[config.mk]
export PLATFORM = sky130hd
export DESIGN_NAME = maze_rom_arbiter
export DESIGN_NICKNAME = d
export VERILOG_FILES = /design/src/rtl/maze_pkg.sv /design/src/rtl/rom_tag_pipe.sv /design/src/rtl/maze_rom_arbiter.sv
export SDC_FILE = /design/constraint.sdc
export NUM_CORES = 1
export LEC_CHECK = 0
export ABC_AREA = 1
export CAP_MARGIN = 30
export CORE_MARGIN = 2
export CORE_UTILIZATION = 45
export DETAILED_ROUTE_END_ITERATION = 8
export MAX_ROUTING_LAYER = met4
export PLACE_DENSITY = 0.81
export SETUP_SLACK_MARGIN = 0.3
export SYNTH_ARGS = -nofsm -noshare
export SYNTH_HDL_FRONTEND = slang
export SYNTH_HIERARCHICAL = 1
export SYNTH_SLANG_ARGS = --single-unit
export TNS_END_PERCENT = 50
[constraint.sdc]
create_clock -name clk -period 3 [get_ports clk]
set_input_delay 0.6 -clock clk [delete_from_list [all_inputs] [get_ports clk]]
set_output_delay 0.6 -clock clk [all_outputs]
set_load 0.1 [all_outputs]
[src/rtl/maze_pkg.sv]
// Shared types and sizes for the maze ROM arbitration slice.
package maze_pkg;

  localparam int ROM_ADDR_W = 11;
  localparam int ROM_DATA_W = 16;

  typedef enum logic [1:0] {
    G_IDLE,
    G_PEND,
    G_FLIGHT
  } game_arb_state_t;

  typedef enum logic [1:0] {
    OWN_NONE,
    OWN_DISP,
    OWN_GAME
  } rom_owner_t;

endpackage

[src/rtl/rom_tag_pipe.sv]
// Owner-tag delay line matching the ROM read latency, so returning data can be
// steered to whichever requester issued the read.
module rom_tag_pipe
  import maze_pkg::*;
#(
  parameter int DEPTH = 1
) (
  input  logic       clk,
  input  logic       i_clr,
  input  rom_owner_t i_tag,
  output rom_owner_t o_tag
);

  rom_owner_t stage_q [DEPTH];

  always_ff @(posedge clk) begin
    // NOTE: every stage is cleared, not just the head; a stale tag would turn
    // pre-reset ROM data into a valid pulse after reset.
    if (i_clr) begin
      for (int i = 0; i < DEPTH; i++) stage_q[i] <= OWN_NONE;
    end else begin
      stage_q[0] <= i_tag;
      for (int i = 1; i < DEPTH; i++) stage_q[i] <= stage_q[i-1];
    end
  end

  assign o_tag = stage_q[DEPTH-1];

endmodule

[src/rtl/maze_rom_arbiter.sv]
// Shares the single-port maze ROM between the streaming display fetcher and the
// occasional game wall check, with a starvation bound on the game side.
module maze_rom_arbiter
  import maze_pkg::*;
#(
  parameter int ADDR_W       = ROM_ADDR_W,
  parameter int DATA_W       = ROM_DATA_W,
  parameter int ROM_LATENCY  = 1,
  parameter int STARVE_LIMIT = 1024
) (
  input  logic              clk,
  input  logic              rst,
  input  logic              i_disp_req,
  input  logic [ADDR_W-1:0] i_disp_addr,
  output logic              o_disp_valid,
  output logic [DATA_W-1:0] o_disp_data,
  input  logic              i_game_req,
  input  logic [ADDR_W-1:0] i_game_addr,
  output logic              o_game_busy,
  output logic              o_game_valid,
  output logic [DATA_W-1:0] o_game_data,
  output logic              o_rom_en,
  output logic [ADDR_W-1:0] o_rom_addr,
  input  logic [DATA_W-1:0] i_rom_data,
  output logic              o_starve
);

  localparam int CNT_W = (STARVE_LIMIT > 1) ? $clog2(STARVE_LIMIT) : 1;

  game_arb_state_t   state_q;
  logic [ADDR_W-1:0] game_addr_q;
  logic [CNT_W-1:0]  starve_q;
  logic              force_game;
  rom_owner_t        win_tag;
  rom_owner_t        out_tag;

  // Per-cycle arbitration: a starved game beats the display, otherwise the
  // display has priority and the game fills idle slots.
  always_comb begin
    force_game = (state_q == G_PEND) && (starve_q == CNT_W'(STARVE_LIMIT - 1));
    win_tag    = OWN_NONE;
    if (force_game)              win_tag = OWN_GAME;
    else if (i_disp_req)         win_tag = OWN_DISP;
    else if (state_q == G_PEND)  win_tag = OWN_GAME;
  end

  assign o_rom_en    = (win_tag != OWN_NONE);
  assign o_rom_addr  = (win_tag == OWN_DISP) ? i_disp_addr :
                       (win_tag == OWN_GAME) ? game_addr_q : '0;
  assign o_game_busy = (state_q != G_IDLE);

  rom_tag_pipe #(
    .DEPTH (ROM_LATENCY)
  ) u_tag_pipe (
    .clk   (clk),
    .i_clr (rst),
    .i_tag (win_tag),
    .o_tag (out_tag)
  );

  always_ff @(posedge clk) begin
    if (rst) begin
      state_q      <= G_IDLE;
      game_addr_q  <= '0;
      starve_q     <= '0;
      o_starve     <= 1'b0;
      o_disp_valid <= 1'b0;
      o_disp_data  <= '0;
      o_game_valid <= 1'b0;
      o_game_data  <= '0;
    end else begin
      o_starve     <= force_game;
      o_disp_valid <= (out_tag == OWN_DISP);
      o_game_valid <= (out_tag == OWN_GAME);
      if (out_tag == OWN_DISP) o_disp_data <= i_rom_data;
      if (out_tag == OWN_GAME) o_game_data <= i_rom_data;

      // Only cycles where a pending game loses to the display count toward starvation.
      if (win_tag == OWN_GAME)
        starve_q <= '0;
      else if ((state_q == G_PEND) && (win_tag == OWN_DISP))
        starve_q <= starve_q + 1'b1;

      unique case (state_q)
        G_IDLE: begin
          if (i_game_req) begin
            game_addr_q <= i_game_addr;
            state_q     <= G_PEND;
          end
        end
        G_PEND: begin
          if (win_tag == OWN_GAME) state_q <= G_FLIGHT;
        end
        G_FLIGHT: begin
          if (out_tag == OWN_GAME) state_q <= G_IDLE;
        end
        default: state_q <= G_IDLE;
      endcase
    end
  end

endmodule

* Yosys cells after proc, flatten, opt, wreduce, memory -nomap -nowiden *
Memories as Yosys holds them, arrays and structs flattened.
Index checks and enable logic that the tools add are counted.
Widths: inputs -> output; s select.

storage, ports and cells
  memories kept = 1
  ROM bits = 0
  bits in writable memories = 2
  output and inout bits = 48
  latch bits = 0
  flip-flop bits (word level) = 58

memory list
  name                words  width  rd ports  clocked after Yosys merged registers in  write ports  line                source
  u_tag_pipe.stage_q  1      2      1         0                                        1            rom_tag_pipe.sv:14  rom_owner_t stage_q [DEPTH];

operators by class
  shift operators = 0
  reductions and logical operators = 9
  multiply operators = 0
  $lt $le $gt $ge = 0
  bitwise gates (word level) = 0
  multiplexer cells = 14
  div/mod/pow operators = 0
  $add $sub $neg = 1
  eq/ne operators = 10

operators with widths
  cell                   number
  $mux 11                2
  $mux 2                 7
  $add 10x1->10 const B  1
  $eq 10x10->1 const B   1
  $eq 2x1->1 const B     3
  $eq 2x2->1 const B     3
  $pmux 2 s3             1
  $mux 1                 4
  $ne 2x2->1 const B     2
  $reduce_bool 2->1      2
  $reduce_or 2->1        2
  $reduce_and 3->1       1
  $logic_and 1x1->1      2
  $logic_not 2->1        1
  $ne 2x1->1 const B     1
  $reduce_and 2->1       1

* Depth between registers and ports, before layout *
  depth after elaboration = 7
  depth in mapped cells = 10
  depth with buffers taken out = 9

* By module *
The synthesis kept the hierarchy.

modules (own cells, without submodules)
  module            area an instance (um^2)  instances  cells an instance
  maze_rom_arbiter  2422.3                   1          341
  rom_tag_pipe      55.1                     1          6

* Least setup slack after synthesis *
No wires, ideal clock.

  path kind = flip-flop to output port
  from = reg starve_q[0]
  to = out o_rom_addr[1]
  data arrival time = 1.955 ns
  setup slack = 0.445 ns
  cell stages (with the launch flop) = 11
  path through = dfxtp_1 > ha_1 > inv_1 > nor2_4 > nand3_2 > nand2_2 > nand2_2 > inv_2 > buf_6 > nand2_1 > nand2_1

between the ends
  word-level cells in the longest chain between the ends = 6
  elaborated cells between the ends (all ways) = 7

ends and longest elaborated chain
  item                    line                    source
  from (decl)             maze_rom_arbiter.sv:32  logic [CNT_W-1:0] starve_q;
  from (signal assigned)  maze_rom_arbiter.sv:82  starve_q <= starve_q + 1'b1;
  $eq 10x10->1 (*)        maze_rom_arbiter.sv:40  force_game = (state_q == G_PEND) && (starve_q == CNT_W'(STARVE_LIMIT - 1));
  $logic_and 1x1->1 (*)   maze_rom_arbiter.sv:40
  $mux 2 (*)              maze_rom_arbiter.sv:42  if (force_game) win_tag = OWN_GAME;
  named net win_tag[1]    maze_rom_arbiter.sv:34  rom_owner_t win_tag;
  $eq 2x2->1              maze_rom_arbiter.sv:49  (win_tag == OWN_GAME) ? game_addr_q : '0;
  $mux 11                 maze_rom_arbiter.sv:49
  $mux 11 (*)             maze_rom_arbiter.sv:48  assign o_rom_addr = (win_tag == OWN_DISP) ? i_disp_addr :
  to (decl)               maze_rom_arbiter.sv:23  output logic [ADDR_W-1:0] o_rom_addr,

The timed path passes the listed nets; every way through them passes the cells marked *.

* Worst setup path after layout *
  from = reg starve_q[0]
  to = out o_rom_addr[5]

between the ends
  word-level cells in the longest chain between the ends = 6
  elaborated cells between the ends (all ways) = 7

ends and longest elaborated chain
  item                   line
  $eq 10x10->1 (*)       maze_rom_arbiter.sv:40
  $logic_and 1x1->1 (*)  maze_rom_arbiter.sv:40
  $mux 2 (*)             maze_rom_arbiter.sv:42
  $eq 2x2->1             maze_rom_arbiter.sv:49
  $mux 11                maze_rom_arbiter.sv:49
  $mux 11 (*)            maze_rom_arbiter.sv:48

Mark *: on every way between the ends. The rest lies on a longest branch, timed or not.

==> out/qor.log <==
INFO  global_route   global_route_wire_length_before_repair=10400um
INFO  critical_path  critical_path.endpoint_type=output port
INFO  timing         finalCriticalPeriod=2.54ns
INFO  critical_path  r2r.worst_path.cells=5
INFO  hold_path      min_path_cells=2
INFO  power_and_ir_drop vdd_ir_drop_max=0.399mV
INFO  route          drt_wl_total=6530um
INFO  outcome        run_status=completed
INFO  clocking       clk_path_buf_depth=2
INFO  synth          synth.yosys.warnings=6
INFO  floorplanning  top_level_ports=90
INFO  route          initialDrtViolationCount=139
INFO  timing         tns=0ns
INFO  route          drt-vias-per-instance=4.83
INFO  clocking       cts-htree-levels=3
INFO  synth          number_of_storage_elements_in_the_synthesis_netlist=60
INFO  critical_path  criticalPathCategory=reg -> out
INFO  route          via_count=2498
INFO  critical_path  cp.arrival=1.94ns
INFO  critical_path  r2r_slack=1.33ns
INFO  global_route   grt_antenna_before_repair=0
INFO  hold_path      min-delay-start=o_game_data[0]
INFO  floorplanning  floorplan.initialDensity=45.8%
INFO  placement      gp_congestion=0.869
INFO  critical_path  reg_to_reg_endpoint=o_game_data[6]
INFO  synth          synth-edff-count=0
INFO  route          wl_per_cell=12.6um
INFO  timing         final-hold-violation-count=0
INFO  placement      buffer_ports.inserted=89
INFO  hold_path      hold_path.class=reg -> reg
INFO  synth          yosys_most_used_dff=sky130_fd_sc_hd__dfxtp_1
INFO  run            max_cap_viol_count=0
INFO  floorplanning  chipWidth=78.2um
INFO  synth          netlist_area=2480um2
INFO  synth          syn-mean-instance-area=7.14um2
INFO  clocking       ctsRootBufferMaster=sky130_fd_sc_hd__clkbuf_8
INFO  floorplanning  floorplan.core_area=5410um2
INFO  timing         min_period_over_period=84.7%
INFO  timing         clock.fmax=394MHz
INFO  cells_and_area diode_insertion_count_for_antenna_repair=0
INFO  cells_and_area final_layout_size_suffix_gt1_share=20.4%
INFO  clocking       tritoncts=done
INFO  critical_path  critPathMaxFanout=7
INFO  synth          sequential_share_of_the_synthesized_area=48.5%
INFO  synth          share_of_async_settable_or_async_resettable_flops_after_synthesis=0%
INFO  timing         rsz_0062_raised_after_global_routing=no
INFO  placement      detailedPlacementHpwl=4360um
INFO  timing         drv_slew=0
INFO  critical_path  cp-start-kind=register
INFO  route          post-route-drc-count=0
INFO  global_route   first_global_vias=2281
INFO  cells_and_area design.final.nets=483
INFO  cells_and_area layout.cells.most_common=sky130_fd_sc_hd__nor2_1
INFO  hold_path      holdPathEnd=o_game_data[0]
INFO  timing         clock_skew=0.00858ns
INFO  timing         slew_headroom=58.6%
INFO  route          detail_route.first_pass.iterations=5
INFO  clocking       clk_slew_on_worst_s_h_paths=0.06ns
INFO  power_and_ir_drop pwr_density_cell=594nW/um2
INFO  synth          synthCells=347
INFO  global_route   grt_use_total=22.2%
INFO  floorplanning  die_height=78.2um
INFO  global_route   grt_max_degree=36
INFO  route          ant_nets=0
INFO  cells_and_area syn_to_final_growth=50.5%
INFO  power_and_ir_drop p_leak=1.62nW
INFO  clocking       cts_inserted_buffers=9
INFO  critical_path  worst_ep_required_time=2.40ns
INFO  global_route   global_route.overflow_total=0
INFO  critical_path  critical_path.reg2reg.startpoint=u_tag_pipe/stage_q[0][0]
INFO  cells_and_area postLayoutCoreUtil=69.0%
INFO  synth          syn-num-nets=390
INFO  timing         finalSetupViolCount=0
INFO  clocking       worst_skew_pair.late_latency=0.34ns
INFO  floorplanning  rows=27
INFO  cells_and_area final_cell_mix=99 x sky130_fd_sc_hd__nor2_1, 78 x sky130_fd_sc_hd__nand2_1, 58 x sky130_fd_sc_hd__dfxtp_1, 44 x sky130_fd_sc_hd__o21ai_0, 41 x sky130_fd_sc_hd__clkdlybuf4s50_1
INFO  timing         transition_at_the_pin_with_the_smallest_max_transition_slack=0.619ns
INFO  clocking       cts_sinks=60
INFO  floorplanning  die-area=6110um2
INFO  synth          yosysUniqueCellTypes=23
[critical path, stage by stage (launching register included)]
cell and delay [ns]:
sky130_fd_sc_hd__dfxtp_4 0.39, sky130_fd_sc_hd__ha_4 0.16, sky130_fd_sc_hd__inv_1 0.06, sky130_fd_sc_hd__nor2_4 0.14, sky130_fd_sc_hd__nand3_2 0.11, sky130_fd_sc_hd__nand2_2 0.10
sky130_fd_sc_hd__clkinvlp_4 0.12, sky130_fd_sc_hd__buf_2 0.18, sky130_fd_sc_hd__nand2_1 0.07, sky130_fd_sc_hd__nand2_1 0.08, sky130_fd_sc_hd__buf_12 0.17
[repair_timing]
item | in CTS | in global routing
setup buffers | 0 | 4
cloned | 0 | 0
resized for setup | 1 | 6
pin swaps | 0 | 1
setup endpoints to repair | 11 | 11
hold buffers | 0 | 0
[sequential cells by signal (all words and copies together) (netlist names), 2 cells and up]
| register | flops |
|---|---|
| o_disp_data | 16 |
| o_game_data | 16 |
| game_addr_q | 11 |
| starve_q | 10 |
| state_q | 2 |
| u_tag_pipe/stage_q | 2 |
[metal layers]
layer / up-vias / wire (um) / track usage [%]
met4: 0 / 93 / 6.67
met1: 1135 / 2800 / 26.3
met3: 8 / 456 / 7.82
li1: 1273 / - / -
met2: 82 / 3180 / 35.6
met5: - / 0 / -
[report_power, final]
part / internal [W] / leakage [nW] / switching, W
Sequential: 0.000837 / 0.492 / 0.0000229
Combinational: 0.000157 / 1.01 / 0.000369
Clock: 0.000515 / 0.114 / 0.000310
Total: 0.00151 / 1.62 / 0.000703
[how the worst max path moves through the flow]
stage / cells after the start / slack, ns / to / start
2_1_floorplan: 10 / 0.44 / o_rom_addr[1] / starve_q[0]
3_3_place_gp: 6 / 0.53 / o_rom_addr[3] / i_disp_req
3_5_place_dp: 6 / 0.46 / o_rom_addr[3] / i_disp_req
4_1_cts: 10 / 0.32 / o_rom_addr[0] / starve_q[0]
5_1_grt: 10 / 0.31 / o_rom_addr[7] / starve_q[0]
6_report: 10 / 0.46 / o_rom_addr[5] / starve_q[0]
[kinds of logic (layout without fill, tap and decap cells)]
family,Yosys count,count (layout),synth area share (%)
adders and majority gates,1,1,0.505
buffers and inverters,33,131,5.76
and+or+nand+nor,195,195,32.0
DFF,60,60,48.5
AOI/OAI and AO/OA,55,55,12.2
xor gates and xnor gates,3,3,1.06
[synthesized netlist by cell type, types with 2 or more instances]
master	number	area share, %
sky130_fd_sc_hd__a21oi_2	7	2.5
sky130_fd_sc_hd__nand2_1	78	12
sky130_fd_sc_hd__buf_6	2	0.91
sky130_fd_sc_hd__inv_2	2	0.30
sky130_fd_sc_hd__nand3_1	4	0.81
sky130_fd_sc_hd__a21oi_1	4	0.81
sky130_fd_sc_hd__nand3b_1	3	0.91
sky130_fd_sc_hd__clkbuf_1	7	1.1
sky130_fd_sc_hd__inv_1	16	2.4
sky130_fd_sc_hd__xor2_1	3	1.1
sky130_fd_sc_hd__nor2_4	2	0.91
sky130_fd_sc_hd__nand2_2	4	1.0
sky130_fd_sc_hd__nand3_2	2	0.81
sky130_fd_sc_hd__clkinv_1	2	0.30
sky130_fd_sc_hd__o21ai_0	44	8.9
sky130_fd_sc_hd__nor2_1	99	15
sky130_fd_sc_hd__dfxtp_1	60	48
sky130_fd_sc_hd__buf_2	3	0.61
[per-stage QoR]
stage / total power (W) / std cells / instance area, um2 / hold slack (ns) / setup WS, ns
6_report: 0.00221 / 517 / 3730 / 0.482 / 0.460
5_1_grt: 0.00229 / 517 / 3730 / 0.509 / 0.308
4_1_cts: 0.00222 / 513 / 3660 / 0.489 / 0.315
3_5_place_dp: 0.00140 / 497 / 3440 / 0.474 / 0.464
3_3_place_gp: 0.00139 / 497 / 3440 / 0.463 / 0.526
2_1_floorplan: 0.00123 / 347 / 2480 / 0.453 / 0.445
[area by class of cell]
cell class | instances | area [um2]
repair buffers | 95 | 976
clock inverters | 3 | 68.8
flip-flops and latches | 60 | 1210
clock buffers | 13 | 159
well taps | 72 | 90.1
multi-input cells | 254 | 1150
fillers | 446 | 1680
inverters | 20 | 81.3
(Power assumes the default switching activity.)
==> RTL edit: new RTL, config.mk and constraints unchanged <==
Add an input register stage for `i_game_addr`; this delays it by one clock. The other inputs are not delayed to match.
--- a/src/rtl/maze_rom_arbiter.sv
+++ b/src/rtl/maze_rom_arbiter.sv
@@ -26,6 +26,12 @@
 );
 
   localparam int CNT_W = (STARVE_LIMIT > 1) ? $clog2(STARVE_LIMIT) : 1;
+
+  logic [ADDR_W-1:0] i_game_addr_q;
+
+  always_ff @(posedge clk) begin
+    i_game_addr_q <= i_game_addr;
+  end
 
   game_arb_state_t   state_q;
   logic [ADDR_W-1:0] game_addr_q;
@@ -84,7 +90,7 @@
       unique case (state_q)
         G_IDLE: begin
           if (i_game_req) begin
-            game_addr_q <= i_game_addr;
+            game_addr_q <= i_game_addr_q;
             state_q     <= G_PEND;
           end
         end
Check against the original RTL: not equivalent (a bounded check fails within 4 cycles, from zero or initial values and one cycle with rst high).
==> RTL edit against the unedited design <==
- count of clock-buffer cells in the layout decreased by 4
- routed wire length increased by 1.0%
- total power increased by 12%
- register-to-register slack got worse by 0.33 ns
- sequential cell count increased by 11
- setup slack got worse by 0.013 ns
- area after synthesis increased by 9.4%
- clock skew decreased by 0.0029 ns
- design area increased by 6.4%
- synthesized cell count increased by 3.5%
- largest power group unchanged
==> RTL edit: results <==
grt:
  grt_pass1_vias: 2343
  met2_usage: 0.349
  grtUsageTotal: 0.215
  grt_start_max_net_pins: 46
  grt_pass1_wl_um: 10500
placed_design:
  dp_slack_ns: 0.456
  dp_hpwl_um: 4510
drt:
  wl_per_cell_um: 12.4
  firstDrtPassIters: 4
  route.met3.wl_um: 480
  wl_met2_um: 3290
  drt_iter0_drc: 112
logic_synthesis:
  ys_seq_area_frac: 0.524
setup_path:
  reg2reg_slack_ns: 1.00
  critical_path.max_stage_delay_ns: 0.36
  timing.rr.start: "u_tag_pipe/stage_q[0][1]"
  crit_family: "simple AND/OR/NAND/NOR gates"
  path_max_fanout: 6
sta:
  skew_ns: 0.00569
  tightest_slew_ns: 0.636
hold_path:
  min_to: "game_addr_q[10]"
  holdCritStartpoint: "i_game_addr_q[10]"
final_layout:
  nets: 494
  drive_gt1_frac: 0.204
  top_regs: "o_disp_data (16), o_game_data (16)"
clock_network:
  post_cts_resized: 0
power:
  p_leak_nw: 1.78
  powerSeq_w: 0.00102
run_status:
  status: "finished clean"
[RTL edit: cell count changes after synthesis, sizes merged, moves of 2 or more]
cell	before	now
nand4	1	3
dfxtp	60	71
clkbuf	7	9
nor2	102	100
[RTL edit: final cells by class]
type,count,share of cell area
Timing Repair Buffer,95,0.246
Sequential cell,71,0.359
Tap cell,75,0.0237
Inverter,22,0.0224
Multi-Input combinational cell,252,0.287
Clock inverter,7,0.0315
Clock buffer,9,0.0312
[RTL edit: kinds of logic after synthesis]
kind of cell / count (synthesis) / synth area share
AOI/OAI and AO/OA: 53 / 0.109
xor gates and xnor gates: 4 / 0.0129
buffers and inverters: 36 / 0.0568
adders and majority gates: 1 / 0.00462
and+or+nand+nor: 194 / 0.292
DFF: 71 / 0.524
[RTL edit: worst register-to-register path, stage by stage, from the launching register on]
cell and delay, ns:
dfxtp_1 0.31, inv_1 0.05, nor2_2 0.49, clkinv_1 0.69, nand2_1 0.22, nand2_1 0.07, nand2_1 0.05, inv_1 0.04
